<file path="src/rtl/mem_req_arbiter_pkg.sv">
// Shared definitions for the instruction/data memory request arbiter.
package mem_req_arbiter_pkg;

    // Requester identity, also stored in the order FIFO.
    localparam logic SRC_INST = 1'b0;
    localparam logic SRC_DATA = 1'b1;

    // Access size encodings on the SRAM-like interface.
    localparam logic [1:0] SZ_B = 2'd0;
    localparam logic [1:0] SZ_H = 2'd1;
    localparam logic [1:0] SZ_W = 2'd2;

    // Grant FSM: IDLE arbitrates, HOLD_x pins the selection until acceptance.
    typedef enum logic [1:0] {
        IDLE   = 2'd0,
        HOLD_I = 2'd1,
        HOLD_D = 2'd2
    } grant_state_t;

endpackage

</file>
<file path="src/rtl/mem_req_arbiter_req_order_fifo.sv">
// In-order tracking of outstanding transactions: one id bit per accepted request.
module req_order_fifo #(
    parameter int DEPTH = 4
) (
    input  logic clk,
    input  logic resetn,
    input  logic push,
    input  logic pop,
    input  logic din,
    output logic dout,
    output logic full,
    output logic empty
);

    localparam int PTR_W = $clog2(DEPTH);
    localparam int CNT_W = PTR_W + 1;

    logic             r_mem [DEPTH];
    logic [PTR_W-1:0] r_wptr;
    logic [PTR_W-1:0] r_rptr;
    logic [CNT_W-1:0] r_count;
    logic             w_push_ok;
    logic             w_pop_ok;

    assign full      = (r_count == CNT_W'(DEPTH));
    assign empty     = (r_count == {CNT_W{1'b0}});
    assign w_push_ok = push & ~full;
    assign w_pop_ok  = pop & ~empty;
    assign dout      = r_mem[r_rptr];

    // Storage, pointers (wrap naturally since DEPTH is a power of 2) and occupancy.
    always_ff @(posedge clk) begin
        if (!resetn) begin
            r_wptr  <= {PTR_W{1'b0}};
            r_rptr  <= {PTR_W{1'b0}};
            r_count <= {CNT_W{1'b0}};
            for (int i = 0; i < DEPTH; i++) begin
                r_mem[i] <= 1'b0;
            end
        end else begin
            if (w_push_ok) begin
                r_mem[r_wptr] <= din;
                r_wptr        <= r_wptr + PTR_W'(1);
            end
            if (w_pop_ok) begin
                r_rptr <= r_rptr + PTR_W'(1);
            end
            case ({w_push_ok, w_pop_ok})
                2'b10:   r_count <= r_count + CNT_W'(1);
                2'b01:   r_count <= r_count - CNT_W'(1);
                default: r_count <= r_count;
            endcase
        end
    end

endmodule

</file>
<file path="src/rtl/mem_req_arbiter.sv">
// Shares one SRAM-like memory port between instruction fetch and data access,
// keeping returned data routed to the requester that issued it.
module mem_req_arbiter
    import mem_req_arbiter_pkg::*;
#(
    parameter int MAX_OUTST = 4,
    parameter int ADDR_W    = 32,
    parameter int DATA_W    = 32
) (
    input  logic              clk,
    input  logic              resetn,
    input  logic              inst_req,
    input  logic [1:0]        inst_size,
    input  logic [ADDR_W-1:0] inst_addr,
    output logic              inst_addr_ok,
    output logic              inst_data_ok,
    output logic [DATA_W-1:0] inst_rdata,
    input  logic              data_req,
    input  logic              data_wr,
    input  logic [1:0]        data_size,
    input  logic [3:0]        data_wstrb,
    input  logic [ADDR_W-1:0] data_addr,
    input  logic [DATA_W-1:0] data_wdata,
    output logic              data_addr_ok,
    output logic              data_data_ok,
    output logic [DATA_W-1:0] data_rdata,
    output logic              mem_req,
    output logic              mem_wr,
    output logic [1:0]        mem_size,
    output logic [3:0]        mem_wstrb,
    output logic [ADDR_W-1:0] mem_addr,
    output logic [DATA_W-1:0] mem_wdata,
    input  logic              mem_addr_ok,
    input  logic              mem_data_ok,
    input  logic [DATA_W-1:0] mem_rdata
);

    grant_state_t r_state;
    logic         w_sel;
    logic         w_sel_req;
    logic         w_accept;
    logic         w_full;
    logic         w_empty;
    logic         w_head;
    logic         w_pop;

    // Source selection: fixed data priority in IDLE, pinned source while holding.
    always_comb begin
        w_sel     = SRC_INST;
        w_sel_req = 1'b0;
        case (r_state)
            IDLE: begin
                if (data_req) begin
                    w_sel     = SRC_DATA;
                    w_sel_req = 1'b1;
                end else begin
                    w_sel     = SRC_INST;
                    w_sel_req = inst_req;
                end
            end
            HOLD_D: begin
                w_sel     = SRC_DATA;
                w_sel_req = data_req;
            end
            HOLD_I: begin
                w_sel     = SRC_INST;
                w_sel_req = inst_req;
            end
            default: begin
                w_sel     = SRC_INST;
                w_sel_req = 1'b0;
            end
        endcase
    end

    // Full comes from the registered count, so a same-cycle pop cannot unblock issue.
    assign mem_req  = w_sel_req & ~w_full;
    assign w_accept = mem_req & mem_addr_ok;

    // Address-phase mux; everything reads zero when nobody is requesting.
    always_comb begin
        mem_wr    = 1'b0;
        mem_size  = 2'b00;
        mem_wstrb = 4'b0000;
        mem_addr  = {ADDR_W{1'b0}};
        mem_wdata = {DATA_W{1'b0}};
        if (!w_sel_req) begin
            mem_wr = 1'b0;
        end else if (w_sel == SRC_DATA) begin
            mem_wr    = data_wr;
            mem_size  = data_size;
            mem_wstrb = data_wstrb;
            mem_addr  = data_addr;
            mem_wdata = data_wdata;
        end else begin
            mem_size  = inst_size;
            mem_addr  = inst_addr;
        end
    end

    assign data_addr_ok = w_accept & (w_sel == SRC_DATA);
    assign inst_addr_ok = w_accept & (w_sel == SRC_INST);

    // Grant FSM: enter HOLD when an issued request is stalled, leave on accept or cancel.
    always_ff @(posedge clk) begin
        if (!resetn) begin
            r_state <= IDLE;
        end else begin
            case (r_state)
                IDLE: begin
                    if (mem_req && !mem_addr_ok) begin
                        r_state <= (w_sel == SRC_DATA) ? HOLD_D : HOLD_I;
                    end else begin
                        r_state <= IDLE;
                    end
                end
                HOLD_D, HOLD_I: begin
                    if (w_accept || !w_sel_req) begin
                        r_state <= IDLE;
                    end else begin
                        r_state <= r_state;
                    end
                end
                default: r_state <= IDLE;
            endcase
        end
    end

    assign w_pop = mem_data_ok & ~w_empty;

    req_order_fifo #(
        .DEPTH (MAX_OUTST)
    ) u_fifo (
        .clk    (clk),
        .resetn (resetn),
        .push   (w_accept),
        .pop    (w_pop),
        .din    (w_sel),
        .dout   (w_head),
        .full   (w_full),
        .empty  (w_empty)
    );

    // Return routing by the id at the FIFO head; read data is broadcast.
    assign inst_data_ok = w_pop & (w_head == SRC_INST);
    assign data_data_ok = w_pop & (w_head == SRC_DATA);
    assign inst_rdata   = mem_rdata;
    assign data_rdata   = mem_rdata;

endmodule

</file>
<file path="config.mk">
export PLATFORM = sky130hd
export DESIGN_NAME = mem_req_arbiter
export DESIGN_NICKNAME = d
export VERILOG_FILES = /design/src/rtl/mem_req_arbiter_pkg.sv /design/src/rtl/mem_req_arbiter_req_order_fifo.sv /design/src/rtl/mem_req_arbiter.sv
export SDC_FILE = /design/constraint.sdc
export NUM_CORES = 1
export LEC_CHECK = 0
export BUFFER_PORTS_ARGS = -buffer_cell sky130_fd_sc_hd__clkbuf_2
export CELL_PAD_IN_SITES_DETAIL_PLACEMENT = 0
export CELL_PAD_IN_SITES_GLOBAL_PLACEMENT = 2
export CORE_MARGIN = 1
export CORE_UTILIZATION = 14
export CTS_CLUSTER_DIAMETER = 30
export DETAILED_ROUTE_END_ITERATION = 8
export HOLD_SLACK_MARGIN = 0.1
export PLACE_DENSITY_LB_ADDON = 0.1
export SYNTH_ARGS = -nofsm -noshare
export SYNTH_HDL_FRONTEND = slang
export SYNTH_SLANG_ARGS = --single-unit
</file>
<file path="constraint.sdc">
create_clock -name clk -period 3.9 [get_ports clk]
set_input_delay 0.195 -clock clk [delete_from_list [all_inputs] [get_ports clk]]
set_output_delay 0.195 -clock clk [all_outputs]
set_load 0.005 [all_outputs]
</file>
==> metrics.md <==
| Metric | Value |
|---|---|
| Drt drc | 23 |
| Relative slew slack | 27.4% |
| Final Critical Period | between 2 and 3 ns |
| Final period util | between 60% and 70% |
| Later-pin clock latency in the skew report | 0.25 ns |
| Post-synth EDFFs | 1 |
| CTS buffer count | 3 |
| Initial Utilization | roughly 15% |
| Fin Clk Skew | 0.00401 ns |
| Slowest Stage Delay on Critical Path | 0.38 ns |
| Hold WC Path Type | in -> reg |
| Pwr per Cell Area | a little under 400 nW/um^2 |
| Grt ovf | 0 |
| Mapped Nets | 461 |
| Total GRT Usage | 10.2% |
| Xor/xnor share of the synthesized area | 1.64% |
| Top FF cell, synth | dfxtp_1 |
| Port Buffer Count | about 190 |
| Slowest cell on the critical path | dfxtp_1 |
| Reg2Reg Setup Slack | approximately 1.2 ns |
| Failing checks | DRC |
| Setup CP Type | reg -> reg |
| Final #Nets | between 500 and 600 |
| Power Total | between 1 and 1.5 mW |
| Number of global-route vias before repair | 2286 |
| Core ar. | 14700 um^2 |
| Post-Syn Area per Cell | 6.83 um^2 |
| Setup slack at placement | 1.17 ns |
| Buf/Inv on CP | 2 |
| CP Cell Sequence | inv_1 -> ha_1 -> a22oi_2 -> a211o_1 -> ha_1 -> inv_1 -> fa_1 -> xor2_1 -> or3_1 -> a21boi_0 |
| Final worst slack | 1.21 ns |
| Critical Path Source Type | flop |
| Worst EP arrival | 2.86 ns |
| Hold Buf Count CTS | 0 |
| Critical path capture point | u_fifo.r_count[2] |
| DR WL/cell | about 14 um |
| First-pass GRT wire length | 12600 um |
| Area grow syn2layout | 33.0% |
| PostCTS Resize Cnt | 0 |
| Die Y | 125 um |
| Flops & latches, synth | 15 |
| Final Core Density | 19.3% |
| Placed cell areas | around 2800 um^2 |
| Fin. max-slew vios | 0 |
| Post-Route WL | 8410 um |
| Crit path max fanout | 6 |
| Fraction of the mapped netlist area in adder cells | 3.87% |
| Reg2reg start | r_state[0] |
| CP Data Required Time | 4.08 ns |
| CP Depth | 10 |
| Mapped Cells | 312 |
| VDD IR max | 142 uV |
| Final setup fails | 0 |
| Max Cap Violations | 0 |
| Synth Area in Compound Gates | 17.4% |
| Worst-path clk slew | 0.05 ns |
| Via density per instance | 3.83 |
| Synth unique cells | 40 |
| Largest net degree at the start of global routing | 38 |
| Commonest non-fill, non-tap cell in the layout | clkbuf_2 |
| Status | complete, but fails checks |
| Largest family of logic cells by synthesized area | simple AND/OR/NAND/NOR gates |
| Fraction of registers with async set/reset | 0% |
| RSZ-0062 raised after global routing | no |
| YS warnings | 0 |
| Post-DRT Antenna Nets | 0 |
| Root buf cell | clkbuf_16 |
| CTS tree | done |
| Vias | 2343 |
| Full die area | 15700 um^2 |
| Slew @ Worst Pin | 1.09 ns |
| Sinks on Clock Net | 15 |
| CP Launch Point | r_state[0] |
| Ant. Diodes | 0 |
| Max clock buf depth | 2 |
| Antenna violations before repair | 0 |
| Setup TNS Final | 0 ns |
| Mux contribution to synthesized area | about 3.4% |
| Commonest cells after routing, fill and taps aside | clkbuf_2 (186), nand2_1 (79), and2_1 (42), a21oi_1 (35), dfxtp_1 (14) |
| Sequential-to-total area share from yosys stat | 14.6% |
| Worst reg-to-reg path cell count | 10 |
| H-Tree Depth | 1 |
| Initial DRC count | around 110 |
| Cell total after placement | 607 |
| Worst hold margin | 0.375 ns |
| Share of layout cells above drive strength 1 | between 40% and 50% |
| Fin. Hold Viols | 0 |
| Non-filler cells, final | 611 |
| Width of the chip | 125 um |
| GPL Wtd Cong | 0.706 |
| P_leak | between 1 and 1.5 nW |
| Setup crit end kind | flop |
| Final instance area | 2840 um^2 |
| Largest delay share family, worst path | adder cells |
| Num ports | 283 |
| FMAX | around 370 MHz |
| Syn Std Cell Area | 2130 um^2 |
| Postcts setup bufs | 0 |
| Post-synthesis simple-gate area fraction | 30.7% |
| Initial DRT Pass Iterations | 9 |
| Detailed Place HPWL | 6690 um |
| Site row count | between 40 and 50 |
| Crit Reg-Reg Endpoint | u_fifo.r_count[2] |
layout make-up:
type | count | area, um^2
Sequential cell | 15 | 310
Tap cell | 184 | 230
Clock buffer | 3 | 75.1
Multi-Input combinational cell | 208 | 1210
Inverter | 10 | 37.5
Clock inverter | 1 | 7.51
Fill cell | 1725 | 11900
Timing Repair Buffer | 190 | 961
routing by layer:
layer  GRT usage, %  wire length, um  part of all wire [%]
met5              0                0                     0
met4           3.44               97                   1.2
met3           2.31              727                   8.6
met2           19.5             4320                    51
met1           10.9             3260                    39
tightest hold or removal path, stage by stage:
cell and delay [ns]:
clkbuf_2 0.11, nand4bb_1 0.10, a211oi_1 0.06, mux2i_1 0.11
synth_stat cells, drive strengths merged, types with 2 or more instances:
cell type,number,area (um^2)
a21oi,36,184
o31ai,2,15.0
a211oi,3,40.0
nand2,79,297
buf,75,554
inv,10,37.5
a21o,2,15.0
xnor2,3,26.3
o21ai,5,32.5
or2,2,12.5
ha,5,62.6
a2111oi,3,35.0
dfxtp,14,280
mux2i,5,50.1
clkbuf,4,15.0
and2,42,263
nand2b,2,12.5
nor2,5,18.8
worst min path at each step:
stage / to / depth (start not counted) / slack (ns) / start
global route: data_rdata[17] / 0 / 0.39 / mem_rdata[17]
global placement: data_rdata[6] / 0 / 0.39 / mem_rdata[6]
finish: u_fifo.r_mem[1] / 4 / 0.37 / mem_addr_ok
detailed placement: data_rdata[6] / 0 / 0.39 / mem_rdata[6]
floorplan: u_fifo.r_wptr[0] / 2 / 0.34 / resetn
CTS: u_fifo.r_mem[1] / 4 / 0.38 / mem_addr_ok
where the power goes:
group | leakage (nW) | switching (mW) | internal (mW)
combinational | 1.34 | 0.365 | 0.309
clock | 0.0371 | 0.0706 | 0.138
sequential | 0.124 | 0.0323 | 0.191
total | 1.50 | 0.468 | 0.638
cells by family after synthesis:
kind of cell / Yosys count
multiplexers: 6
AND/OR/NAND/NOR: 136
AO/OA/AOI/OAI: 56
buffers and inverters: 89
flip-flops: 15
XOR/XNOR: 4
adder cells (fa/ha/maj): 6
(Power assumes the default switching activity.)
